`src/rtl/seg7_scan_ctrl.sv`:
```
// Six-digit multiplexed 7-segment scan controller driving one shared external hex decoder.
// A ready/valid load port stages each word so that it appears on the display only as a complete sweep.
module seg7_scan_ctrl #(
  parameter int unsigned SCAN_DIV = 1000
) (
  input  logic        clk,
  input  logic        rst_n,
  input  logic        load_valid,
  input  logic [31:0] load_data,
  output logic        load_ready,
  input  logic        page,
  output logic [3:0]  dig_nibble,
  input  logic [6:0]  seg_in,
  output logic [6:0]  hex0,
  output logic [6:0]  hex1,
  output logic [6:0]  hex2,
  output logic [6:0]  hex3,
  output logic [6:0]  hex4,
  output logic [6:0]  hex5
);

  localparam int unsigned     CNT_W     = $clog2(SCAN_DIV);
  localparam logic [CNT_W-1:0] CNT_MAX  = CNT_W'(SCAN_DIV - 1);
  localparam logic [CNT_W-1:0] CNT_ONE  = CNT_W'(1);
  localparam logic [2:0]      IDX_LAST  = 3'd5;
  localparam logic [6:0]      SEG_BLANK = 7'b1111111;

  typedef enum logic [1:0] {
    READY,
    PEND,
    SWEEP
  } state_t;

  state_t           state;
  logic [CNT_W-1:0] cnt;
  logic [2:0]       idx;
  logic             page_q;
  logic [31:0]      disp_val;
  logic [31:0]      pend_val;
  logic [6:0]       hex_q [6];

  logic             slot_end;
  logic             wrap;
  logic             blank_slot;
  logic [3:0]       nib_sel;
  logic [3:0]       nib_next;

  // Page 1 shows only the top byte on digits 0..1; the remaining digits are forced blank.
  always_comb begin
    slot_end   = (cnt == CNT_MAX);
    wrap       = slot_end && (idx == IDX_LAST);
    blank_slot = page_q && (idx >= 3'd2);
    nib_sel    = page_q ? ({1'b0, idx} + 4'd6) : {1'b0, idx};
    nib_next   = blank_slot ? 4'h0 : 4'(disp_val >> {nib_sel, 2'b00});
  end

  // Scan timing, decoder feed and per-digit capture.
  always_ff @(posedge clk or negedge rst_n) begin
    if (!rst_n) begin
      cnt        <= '0;
      idx        <= '0;
      page_q     <= 1'b0;
      dig_nibble <= 4'h0;
      // NOTE: hex_q is a six-entry register bank, not a RAM, so it takes the reset too; the digits must read blank out of reset.
      for (int k = 0; k < 6; k++) hex_q[k] <= SEG_BLANK;
    end else begin
      // NOTE: non-blocking assignments so every term below sees the pre-edge cnt/idx/page_q, never a half-updated mix.
      cnt        <= slot_end ? '0 : cnt + CNT_ONE;
      dig_nibble <= nib_next;
      if (slot_end) begin
        idx    <= (idx == IDX_LAST) ? 3'd0 : idx + 3'd1;
        page_q <= page;
        for (int k = 0; k < 6; k++) begin
          if (idx == 3'(k)) hex_q[k] <= blank_slot ? SEG_BLANK : seg_in;
        end
      end
    end
  end

  // Load staging: a word waits in PEND for a sweep start, then owns one full sweep.
  always_ff @(posedge clk or negedge rst_n) begin
    if (!rst_n) begin
      state      <= READY;
      load_ready <= 1'b1;
      pend_val   <= '0;
      disp_val   <= '0;
    end else begin
      unique case (state)
        READY: begin
          if (load_valid) begin
            pend_val   <= load_data;
            state      <= PEND;
            load_ready <= 1'b0;
          end
        end
        PEND: begin
          if (wrap) begin
            disp_val <= pend_val;
            state    <= SWEEP;
          end
        end
        SWEEP: begin
          if (wrap) begin
            state      <= READY;
            load_ready <= 1'b1;
          end
        end
        default: begin
          state      <= READY;
          load_ready <= 1'b1;
        end
      endcase
    end
  end

  assign hex0 = hex_q[0];
  assign hex1 = hex_q[1];
  assign hex2 = hex_q[2];
  assign hex3 = hex_q[3];
  assign hex4 = hex_q[4];
  assign hex5 = hex_q[5];

endmodule

```
`config.mk`:
```
export PLATFORM = sky130hd
export DESIGN_NAME = seg7_scan_ctrl
export DESIGN_NICKNAME = d
export VERILOG_FILES = /design/src/rtl/seg7_scan_ctrl.sv
export SDC_FILE = /design/constraint.sdc
export NUM_CORES = 1
export LEC_CHECK = 0
export CELL_PAD_IN_SITES_DETAIL_PLACEMENT = 1
export CELL_PAD_IN_SITES_GLOBAL_PLACEMENT = 2
export CORE_MARGIN = 2
export CORE_UTILIZATION = 25
export DETAILED_ROUTE_END_ITERATION = 10
export GPL_TIMING_DRIVEN = 0
export PLACE_DENSITY = 0.62
export SYNTH_ARGS = -nofsm -noshare
export SYNTH_HDL_FRONTEND = slang
export SYNTH_SLANG_ARGS = --single-unit
```
`constraint.sdc`:
```
create_clock -name clk -period 2.5 [get_ports clk]
set_input_delay 0.25 -clock clk [delete_from_list [all_inputs] [get_ports clk]]
set_output_delay 0.25 -clock clk [all_outputs]
set_load 0.01 [all_outputs]
```
==> results of run 1 <==
[sequential cells by signal (all words and copies together), names as in the netlist]
signal      count
pend_val       32
load_ready      1
disp_val       32
hex0            7
hex2            7
hex4            7
idx             3
cnt            10
hex3            7
state           2
hex5            7
page_q          1
hex1            7
dig_nibble      4
[synth_stat cells (2+ instances only)]
cell type                  number
sky130_fd_sc_hd__o22ai_1        2
sky130_fd_sc_hd__dfrtp_1       84
sky130_fd_sc_hd__nor2_1         8
sky130_fd_sc_hd__or2_2          2
sky130_fd_sc_hd__and3_1         2
sky130_fd_sc_hd__nand4_2        3
sky130_fd_sc_hd__ha_1           3
sky130_fd_sc_hd__or3_1          2
sky130_fd_sc_hd__a22oi_1        5
sky130_fd_sc_hd__a21oi_1        6
sky130_fd_sc_hd__mux2_4        29
sky130_fd_sc_hd__nor3_1         4
sky130_fd_sc_hd__nand2b_1      12
sky130_fd_sc_hd__and2_1         2
sky130_fd_sc_hd__and4_1         3
sky130_fd_sc_hd__mux2_2        78
sky130_fd_sc_hd__mux2i_1       17
sky130_fd_sc_hd__clkinv_1       2
sky130_fd_sc_hd__buf_2          7
sky130_fd_sc_hd__xnor2_1        3
sky130_fd_sc_hd__buf_6          3
sky130_fd_sc_hd__xor2_1         3
sky130_fd_sc_hd__inv_1          4
sky130_fd_sc_hd__nand3_1        5
sky130_fd_sc_hd__dfstp_2       43
sky130_fd_sc_hd__o21ai_0        4
sky130_fd_sc_hd__nand2_1       13
sky130_fd_sc_hd__clkbuf_1       2
[through the flow]
stage / util [%] / setup TNS [ns] / cell area (sq um) / std cells / total power (uW)
2_1_floorplan: - / 0 / 5450 / 361 / 2160
3_3_place_gp: 31.0 / -411.56 / 6690 / 730 / 2280
3_5_place_dp: 31.1 / 0 / 6720 / 731 / 2290
4_1_cts: 34.1 / 0 / 7370 / 764 / 4910
5_1_grt: 34.1 / 0 / 7370 / 764 / 5020
6_report: 34.1 / 0 / 7370 / 764 / 4810
[what timing repair did]
item | CTS | global route
endpoints found under the setup margin | 2 | 0
resized for setup | 1 | 0
hold buffers | 1 | 0
hold endpoints to repair | 1 | 0
[kinds of logic (layout without fill, tap and decap cells)]
kind of cell | after synthesis | after routing | share of synthesized area (%)
adder cells (fa/ha/maj) | 3 | 3 | 0.689
AO/OA/AOI/OAI | 18 | 18 | 1.97
flip-flops | 127 | 127 | 59.3
AND/OR/NAND/NOR | 63 | 63 | 7.28
buffers and inverters | 19 | 142 | 2.09
XOR/XNOR | 7 | 7 | 1.47
multiplexers | 124 | 124 | 27.2
[cell type report]
cell class / instances / share of cell area, %
plain buffers: 13 / 1.26
clock buffers: 25 / 7.73
clock inverters: 7 / 0.900
inverters: 6 / 0.306
multi-input cells: 215 / 28.6
flip-flops and latches: 127 / 43.9
well taps: 280 / 4.75
repair buffers: 91 / 12.6
[critical path, cell delays in order (launching register included)]
cell and delay, ns:
sky130_fd_sc_hd__dfrtp_1 0.48, sky130_fd_sc_hd__clkinv_1 0.27, sky130_fd_sc_hd__ha_1 0.38, sky130_fd_sc_hd__and2_1 0.17
sky130_fd_sc_hd__nor3_1 0.48, sky130_fd_sc_hd__a22oi_1 0.18, sky130_fd_sc_hd__and3_1 0.21
[worst max path at each step]
stage,slack (ns),from,endpoint
final,0.20,idx[1],dig_nibble[2]
after floorplan,0.67,idx[1],dig_nibble[2]
after CTS,0.19,idx[1],dig_nibble[2]
after global placement,-3.78,rst_n,pend_val[17]
after global routing,0.07,idx[1],dig_nibble[2]
after detailed placement,0.01,idx[2],hex2[0]
[power groups by stage]
stage	clock [uW]	combinational (uW)	sequential, uW
6_report	2560	151	2100
5_1_grt	2740	168	2100
4_1_cts	2650	156	2100
3_5_place_dp	0	154	2140
3_3_place_gp	0	146	2140
2_1_floorplan	0	32.6	2130
[layer usage]
layer / global-route usage [%] / share of wire (%) / up-vias
li1: - / - / 1507
met1: 14.5 / 44 / 1656
met2: 19.7 / 50 / 66
met3: 3.65 / 4.5 / 14
met4: 4.17 / 1.3 / 0
met5: 0 / 0 / -
==> impl_table.tex, run 1 <==
\begin{tabular}{lr}
\hline
Metric & Value \\
\hline
\multicolumn{2}{l}{\textbf{Worst setup path}} \\
\quad WS Path Type & reg -> reg \\
\quad Arrival time at the worst endpoint & between 2 and 3 ns \\
\quad Required time of the critical path & 2.80 ns \\
\quad Max FO, Critical Path & 6 \\
\quad Startpoint class of the critical path & flop \\
\quad Reg2Reg Setup Slack & 0.20 ns \\
\quad Reg-to-reg critical path endpoint & dig\_nibble[2] \\
\quad Start of the worst register-to-register path & idx[1] \\
\quad Worst-case reg-to-reg path depth & 6 \\
\quad Critical path capture point type & flop \\
\multicolumn{2}{l}{\textbf{STA}} \\
\quad F\_max & 435 MHz \\
\quad Setup-violating endpoint count in the final report & 0 \\
\quad Final slew viol count & 0 \\
\quad Setup repair after global routing missed its margin & no \\
\quad Worst slew margin relative to its limit & 59.0\% \\
\quad Worst Max-Slew Pin Slew & 0.610 ns \\
\quad Fin worst setup slack & around 0.20 ns \\
\quad Count of final hold-check violations & 0 \\
\quad Largest clock skew in the final design & 0.00447 ns \\
\quad Share of the clock period used by the worst path & 91.9\% \\
\quad Post-layout minimum cycle time & 2.30 ns \\
\quad Post-Route Hold Slack & 0.323 ns \\
\multicolumn{2}{l}{\textbf{Synthesis}} \\
\quad Share of the yosys chip area belonging to registers & 59.3\% \\
\quad Number of synthesized register bits & 127 \\
\quad Mapped Area & 5450 sq um \\
\quad Area contributors post-synth & sky130\_fd\_sc\_hd\_\_dfrtp\_1, sky130\_fd\_sc\_hd\_\_dfstp\_2, sky130\_fd\_sc\_hd\_\_mux2\_2 \\
\quad Post-synth EDFFs & 0 \\
\quad Most instantiated flip-flop cell in the synthesis netlist & sky130\_fd\_sc\_hd\_\_dfrtp\_1 \\
\quad Net count after synthesis & 407 \\
\quad Cell taking the most area after synthesis & sky130\_fd\_sc\_hd\_\_dfrtp\_1 \\
\quad Number of cells produced by synthesis & approximately 360 \\
\quad Warnings, synthesis & 0 \\
\quad Count of cell types in the netlist & 38 \\
\quad Area share of the largest cell type after synthesis & 38.6\% \\
\quad Mean Syn Cell Area & approximately 15 sq um \\
\quad Share of flip-flops with an asynchronous set or reset & 100\% \\
\multicolumn{2}{l}{\textbf{Global route}} \\
\quad Wire length of the first global-routing pass & 19,900 microns \\
\quad GR Overflow Total & 0 \\
\quad Combined global-route utilization of all metal layers & 11.8\% \\
\quad Antenna violations before repair & 0 \\
\quad Pin count of the biggest net entering global routing & between 80 and 90 \\
\quad Via count of the first global-routing pass & 3,564 \\
\multicolumn{2}{l}{\textbf{Clock network}} \\
\quad Clock net sink count & 127 \\
\quad Worst-skew pair later-pin latency & between 0.4 and 0.5 ns \\
\quad Clock tree from TritonCTS & yes \\
\quad CTS clk-pin slew, worst paths & around 0.050 ns \\
\quad Number of H-tree levels & 4 \\
\quad TritonCTS Buffers & 17 \\
\quad Clock tree buffer depth & 2 \\
\quad Root cell of the clock tree & sky130\_fd\_sc\_hd\_\_clkbuf\_16 \\
\quad Number of buffers inserted to repair setup after CTS & 0 \\
\multicolumn{2}{l}{\textbf{Floorplanning}} \\
\quad Top-level I/O count & 90 \\
\quad Floorplan die width & 152 microns \\
\quad Effective utilization at floorplan & 25.2\% \\
\quad Die Outline Area & 23,000 sq um \\
\quad FP Rows & between 50 and 60 \\
\quad DIE HEIGHT & $\sim$150 microns \\
\quad Placeable Area & 21,600 sq um \\
\multicolumn{2}{l}{\textbf{Pwr}} \\
\quad Power per cell area & 653 nW/um\^{}2 \\
\quad Seq pwr share & between 40\% and 50\% \\
\quad Peak ir drop on the vdd network & around 0.43 mV \\
\quad Combinational share of power & 3.1\% \\
\quad Design internal power & 3850 uW \\
\quad Relative contribution of the clock network to total power & 53.2\% \\
\quad Net Sw Frac & 20.1\% \\
\quad Net load switching power & 967 uW \\
\quad Pleak & 0.00321 uW \\
\multicolumn{2}{l}{\textbf{Layout}} \\
\quad Nets & between 500 and 600 \\
\quad Leading cell type in the layout, fill and taps excluded & sky130\_fd\_sc\_hd\_\_clkdlybuf4s50\_1 \\
\quad Multi-input logic area & about 2100 sq um \\
\quad Highest-count cells in the layout ignoring fill and taps & sky130\_fd\_sc\_hd\_\_clkdlybuf4s50\_1, sky130\_fd\_sc\_hd\_\_dfrtp\_1, sky130\_fd\_sc\_hd\_\_mux2\_2, sky130\_fd\_sc\_hd\_\_dfstp\_2, sky130\_fd\_sc\_hd\_\_mux2\_4 \\
\quad Antenna fix cells & 0 \\
\quad Layout cells sized above 1 & 42.4\% \\
\quad P\&R area growth vs syn & 35.2\% \\
\quad Fillers & 2,264 \\
\quad Storage element area & 3230 sq um \\
\multicolumn{2}{l}{\textbf{Worst hold path}} \\
\quad Worst hold path class & in -> async \\
\multicolumn{2}{l}{\textbf{Routing}} \\
\quad Vias post-DR & approximately 3,200 \\
\quad Number of nets with antenna violations after routing & 0 \\
\quad Initial detailed-routing violation count & 73 \\
\quad Routed via count divided by cell count & between 4 and 5 \\
\quad Total detailed-routing wirelength & 12,600 microns \\
\quad Number of DRC violations after detailed routing & 0 \\
\quad DR pass1 iterations & 4 \\
\quad Mean routed wirelength per cell & 16.5 microns \\
\multicolumn{2}{l}{\textbf{Status}} \\
\quad Result of the run & finished, final reports clean \\
\multicolumn{2}{l}{\textbf{Run}} \\
\quad Count of max-cap constraint violations & 0 \\
\multicolumn{2}{l}{\textbf{Placed design}} \\
\quad Pre-CTS setup slack & 0.0120 ns \\
\quad Final HPWL DP & 8760 microns \\
\quad Total of buffers placed on input and output ports & between 80 and 90 \\
\quad Gpl congestion & 0.728 \\
\hline
\end{tabular}
Power figures use the tool's default switching activity.
==> inputs of run 2 (changes only) <==
Settings changed: HOLD_SLACK_MARGIN from default to 0.12.
==> results of run 2 <==
Final layout, timing and power as in run 1 (identical DEF).
==> inputs of run 3 (changes only) <==
Settings changed: PLACE_DENSITY 0.62 to 0.64, SKIP_CTS_REPAIR_TIMING from default to 1.
Clock period 2.5 ns to 1.87 ns, I/O delays scaled along.
==> run 3 against run 2 <==
First-iteration DRC count up 8.2%; register-to-register slack got worse by 0.18 ns; highest routed layer unchanged; worst setup slack worse by 0.18 ns; hold slack worse by 0.014 ns; largest cell class unchanged; critical endpoint is now hex1[4]; sequential cell count is the same; fmax rose by 25%.
==> impl_table.tex, run 3 (synthesis results as in run 1) <==
\begin{tabular}{lr}
\hline
Metric & Value \\
\hline
\multicolumn{2}{l}{\textbf{Worst setup path}} \\
\quad CP Cell Sequence & ha\_4 -> nand4bb\_4 -> nor3\_4 -> buf\_4 -> nand4\_4 -> mux2\_2 \\
\quad WS Path Type & reg -> reg \\
\quad Startpoint class of the critical path & flop \\
\quad Max FO, Critical Path & 8 (+2) \\
\quad Largest incremental delay on the critical path & 0.39 ns (-0.09 ns) \\
\quad Arrival time at the worst endpoint & 2.18 ns (-0.42 ns) \\
\quad Required time of the critical path & 2.21 ns (-0.59 ns) \\
\quad Buffers plus inverters on the worst setup path & 1 (unchanged) \\
\quad Reg2Reg Setup Slack & 0.02 ns (-0.18 ns) \\
\quad Top Family by Delay on Critical Path & simple AND/OR/NAND/NOR gates \\
\quad Critical path capture point type & flop \\
\quad Cell with the largest stage delay on the worst path & sky130\_fd\_sc\_hd\_\_dfrtp\_1 \\
\multicolumn{2}{l}{\textbf{Layout}} \\
\quad Nets & 536 (+3.7\%) \\
\quad Antenna fix cells & 0 (unchanged) \\
\quad Fillers & 2,256 (-0.35\%) \\
\quad Leading cell type in the layout, fill and taps excluded & sky130\_fd\_sc\_hd\_\_clkdlybuf4s50\_1 \\
\quad Layout cells sized above 1 & 48.2\% (+5.9 points) \\
\quad Multi-input logic area & 2220 sq um (+5.5\%) \\
\quad P\&R area growth vs syn & 38.9\% \\
\quad Highest-count cells in the layout ignoring fill and taps & sky130\_fd\_sc\_hd\_\_clkdlybuf4s50\_1, sky130\_fd\_sc\_hd\_\_dfrtp\_1, sky130\_fd\_sc\_hd\_\_mux2\_2, sky130\_fd\_sc\_hd\_\_dfstp\_2, sky130\_fd\_sc\_hd\_\_mux2\_4 \\
\quad Largest regs & disp\_val: 32 flops, pend\_val: 32 flops, cnt: 10 flops \\
\quad Final standard cell area without fillers & 7570 sq um (+2.8\%) \\
\quad Storage element area & 3240 sq um (+0.19\%) \\
\multicolumn{2}{l}{\textbf{Placed design}} \\
\quad Final HPWL DP & 8830 microns (+0.82\%) \\
\quad Post-detailed-placement cell area & 6720 sq um (unchanged) \\
\quad Total of buffers placed on input and output ports & 89 (unchanged) \\
\quad Gpl congestion & 0.746 (+2.4\%) \\
\multicolumn{2}{l}{\textbf{STA}} \\
\quad Worst slew margin relative to its limit & 67.3\% (+8.3 points) \\
\quad Worst Max-Slew Pin Slew & 0.491 ns (-0.119 ns) \\
\quad Setup repair after global routing missed its margin & yes \\
\quad Total Neg Setup Slack & 0 ns (unchanged) \\
\quad Post-layout minimum cycle time & 1.85 ns (-0.453 ns) \\
\quad Share of the clock period used by the worst path & 98.7\% (+6.7 points) \\
\quad F\_max & 542 MHz (+25\%) \\
\quad Final slew viol count & 0 (unchanged) \\
\quad Setup-violating endpoint count in the final report & 0 (unchanged) \\
\quad Largest clock skew in the final design & 0.00803 ns (+0.00356 ns) \\
\quad Count of final hold-check violations & 0 (unchanged) \\
\multicolumn{2}{l}{\textbf{Clock network}} \\
\quad Clock net sink count & 127 (unchanged) \\
\quad Root cell of the clock tree & sky130\_fd\_sc\_hd\_\_clkbuf\_16 \\
\quad Clock tree from TritonCTS & yes \\
\quad TritonCTS Buffers & 17 (unchanged) \\
\quad Worst-skew pair later-pin latency & 0.41 ns (about the same) \\
\quad Number of H-tree levels & 4 (unchanged) \\
\quad CTS clk-pin slew, worst paths & 0.05 ns (about the same) \\
\quad Clock tree buffer depth & 2 (unchanged) \\
\multicolumn{2}{l}{\textbf{Pwr}} \\
\quad Seq pwr share & 46.3\% (+2.6 points) \\
\quad Net load switching power & 1240 uW (+28\%) \\
\quad Combinational share of power & 3.3\% (+0.2 points) \\
\quad Peak ir drop on the vdd network & 0.606 mV (+41\%) \\
\quad Sum of internal, switching and leakage power & 6070 uW (+26\%) \\
\quad Relative contribution of the clock network to total power & 50.3\% (-2.9 points) \\
\quad Power per cell area & 801 nW/um\^{}2 (+23\%) \\
\quad Pleak & 0.00326 uW (+1.6\%) \\
\quad Design internal power & 4820 uW (+25\%) \\
\quad Net Sw Frac & 20.5\% (+0.36 points) \\
\multicolumn{2}{l}{\textbf{Floorplanning}} \\
\quad Placeable Area & 21,600 sq um (unchanged) \\
\quad DIE HEIGHT & 152 microns (unchanged) \\
\quad Floorplan die width & 152 microns (unchanged) \\
\quad FP Rows & 54 (unchanged) \\
\quad Effective utilization at floorplan & 25.2\% (unchanged) \\
\quad Top-level I/O count & 90 (unchanged) \\
\quad Die Outline Area & 23,000 sq um (unchanged) \\
\multicolumn{2}{l}{\textbf{Routing}} \\
\quad Vias post-DR & 3,320 (+2.4\%) \\
\quad DR pass1 iterations & 4 (unchanged) \\
\quad Initial detailed-routing violation count & 79 (+8.2\%) \\
\quad Number of DRC violations after detailed routing & 0 (unchanged) \\
\quad Total detailed-routing wirelength & 12,800 microns (+1.3\%) \\
\quad Mean routed wirelength per cell & 16.4 microns (-1.0\%) \\
\quad Routed via count divided by cell count & 4.25 (about the same) \\
\quad Number of nets with antenna violations after routing & 0 (unchanged) \\
\multicolumn{2}{l}{\textbf{Global route}} \\
\quad Pin count of the biggest net entering global routing & 78 (-11\%) \\
\quad GR Layer Usage met1 & 14.7\% (+0.22 points) \\
\quad Combined global-route utilization of all metal layers & 11.8\% (-0.077 points) \\
\quad Via count of the first global-routing pass & 3,618 (+1.5\%) \\
\quad GR Overflow Total & 0 (unchanged) \\
\quad Wire length of the first global-routing pass & 20,200 microns (+1.5\%) \\
\quad Met3 usage & 3.65\% (unchanged) \\
\quad Busiest layer in global routing & met2 \\
\quad Met2 track demand over resource in global routing & 19.6\% (-0.090 points) \\
\quad Antenna violations before repair & 0 (unchanged) \\
\multicolumn{2}{l}{\textbf{Status}} \\
\quad Result of the run & finished, final reports clean \\
\multicolumn{2}{l}{\textbf{Run}} \\
\quad Count of max-cap constraint violations & 0 (unchanged) \\
\multicolumn{2}{l}{\textbf{Worst hold path}} \\
\quad Worst hold path class & in -> async \\
\hline
\end{tabular}
==> run 3: changes by cell type in the layout (fill, tap and decap cells not counted), sizes merged <==
| cell | previous run | this run |
|---|---|---|
| inv | 4 | 5 |
| buf | 13 | 34 |
| clkinv | 7 | 5 |
| clkbuf | 27 | 25 |
==> run 3: layout make-up <==
| type | instances | share of cell area, % |
|---|---|---|
| clock buffer | 25 | 6.41 |
| timing repair buffer | 111 | 14.3 |
| tap | 280 | 4.63 |
| buffer | 12 | 1.47 |
| sequential | 127 | 42.8 |
| clock inverter | 6 | 0.777 |
| inverter | 6 | 0.347 |
| multi-input combinational | 215 | 29.3 |
==> run 3: power groups by stage <==
| stage | Combinational [uW] | Sequential [uW] | Clock [uW] |
|---|---|---|---|
| CTS | 209 | 2810 | 3150 |
| floorplan | 43.6 | 2850 | 0 |
| global placement | 195 | 2850 | 0 |
| detailed placement | 207 | 2860 | 0 |
| global route | 226 | 2810 | 3300 |
| finish | 203 | 2810 | 3050 |
==> run 3: path summary, 6_finish.rpt <==
check                             start           to  depth (start not counted)
min in group clk           load_data[1]  pend_val[1]                          2
setup / recovery                 cnt[1]      hex1[4]                          6
max in group asynchronous         rst_n   load_ready                          3
setup reg to reg                 cnt[1]      hex1[4]                          6
hold / removal                    rst_n       idx[2]                          2
hold reg to reg                  cnt[0]       cnt[0]                          1
==> run 3: per-stage QoR <==
step	std cells	utilization (%)	setup slack, ns	hold WS (ns)
after detailed placement	731	31.1	-0.674	0.172
after global placement	730	31.0	-4.39	0.460
after floorplan	361	-	0.0392	-0.109
after CTS	762	33.6	-0.682	-0.267
final	782	35.0	0.0247	0.309
after global routing	782	35.0	-0.0776	0.334
==> run 3: per-layer routing <==
layer	wire length [microns]	vias to the layer above
li1	-	1542
met1	5660	1699
met2	6490	73
met3	559	6
met4	83	0
met5	0	-
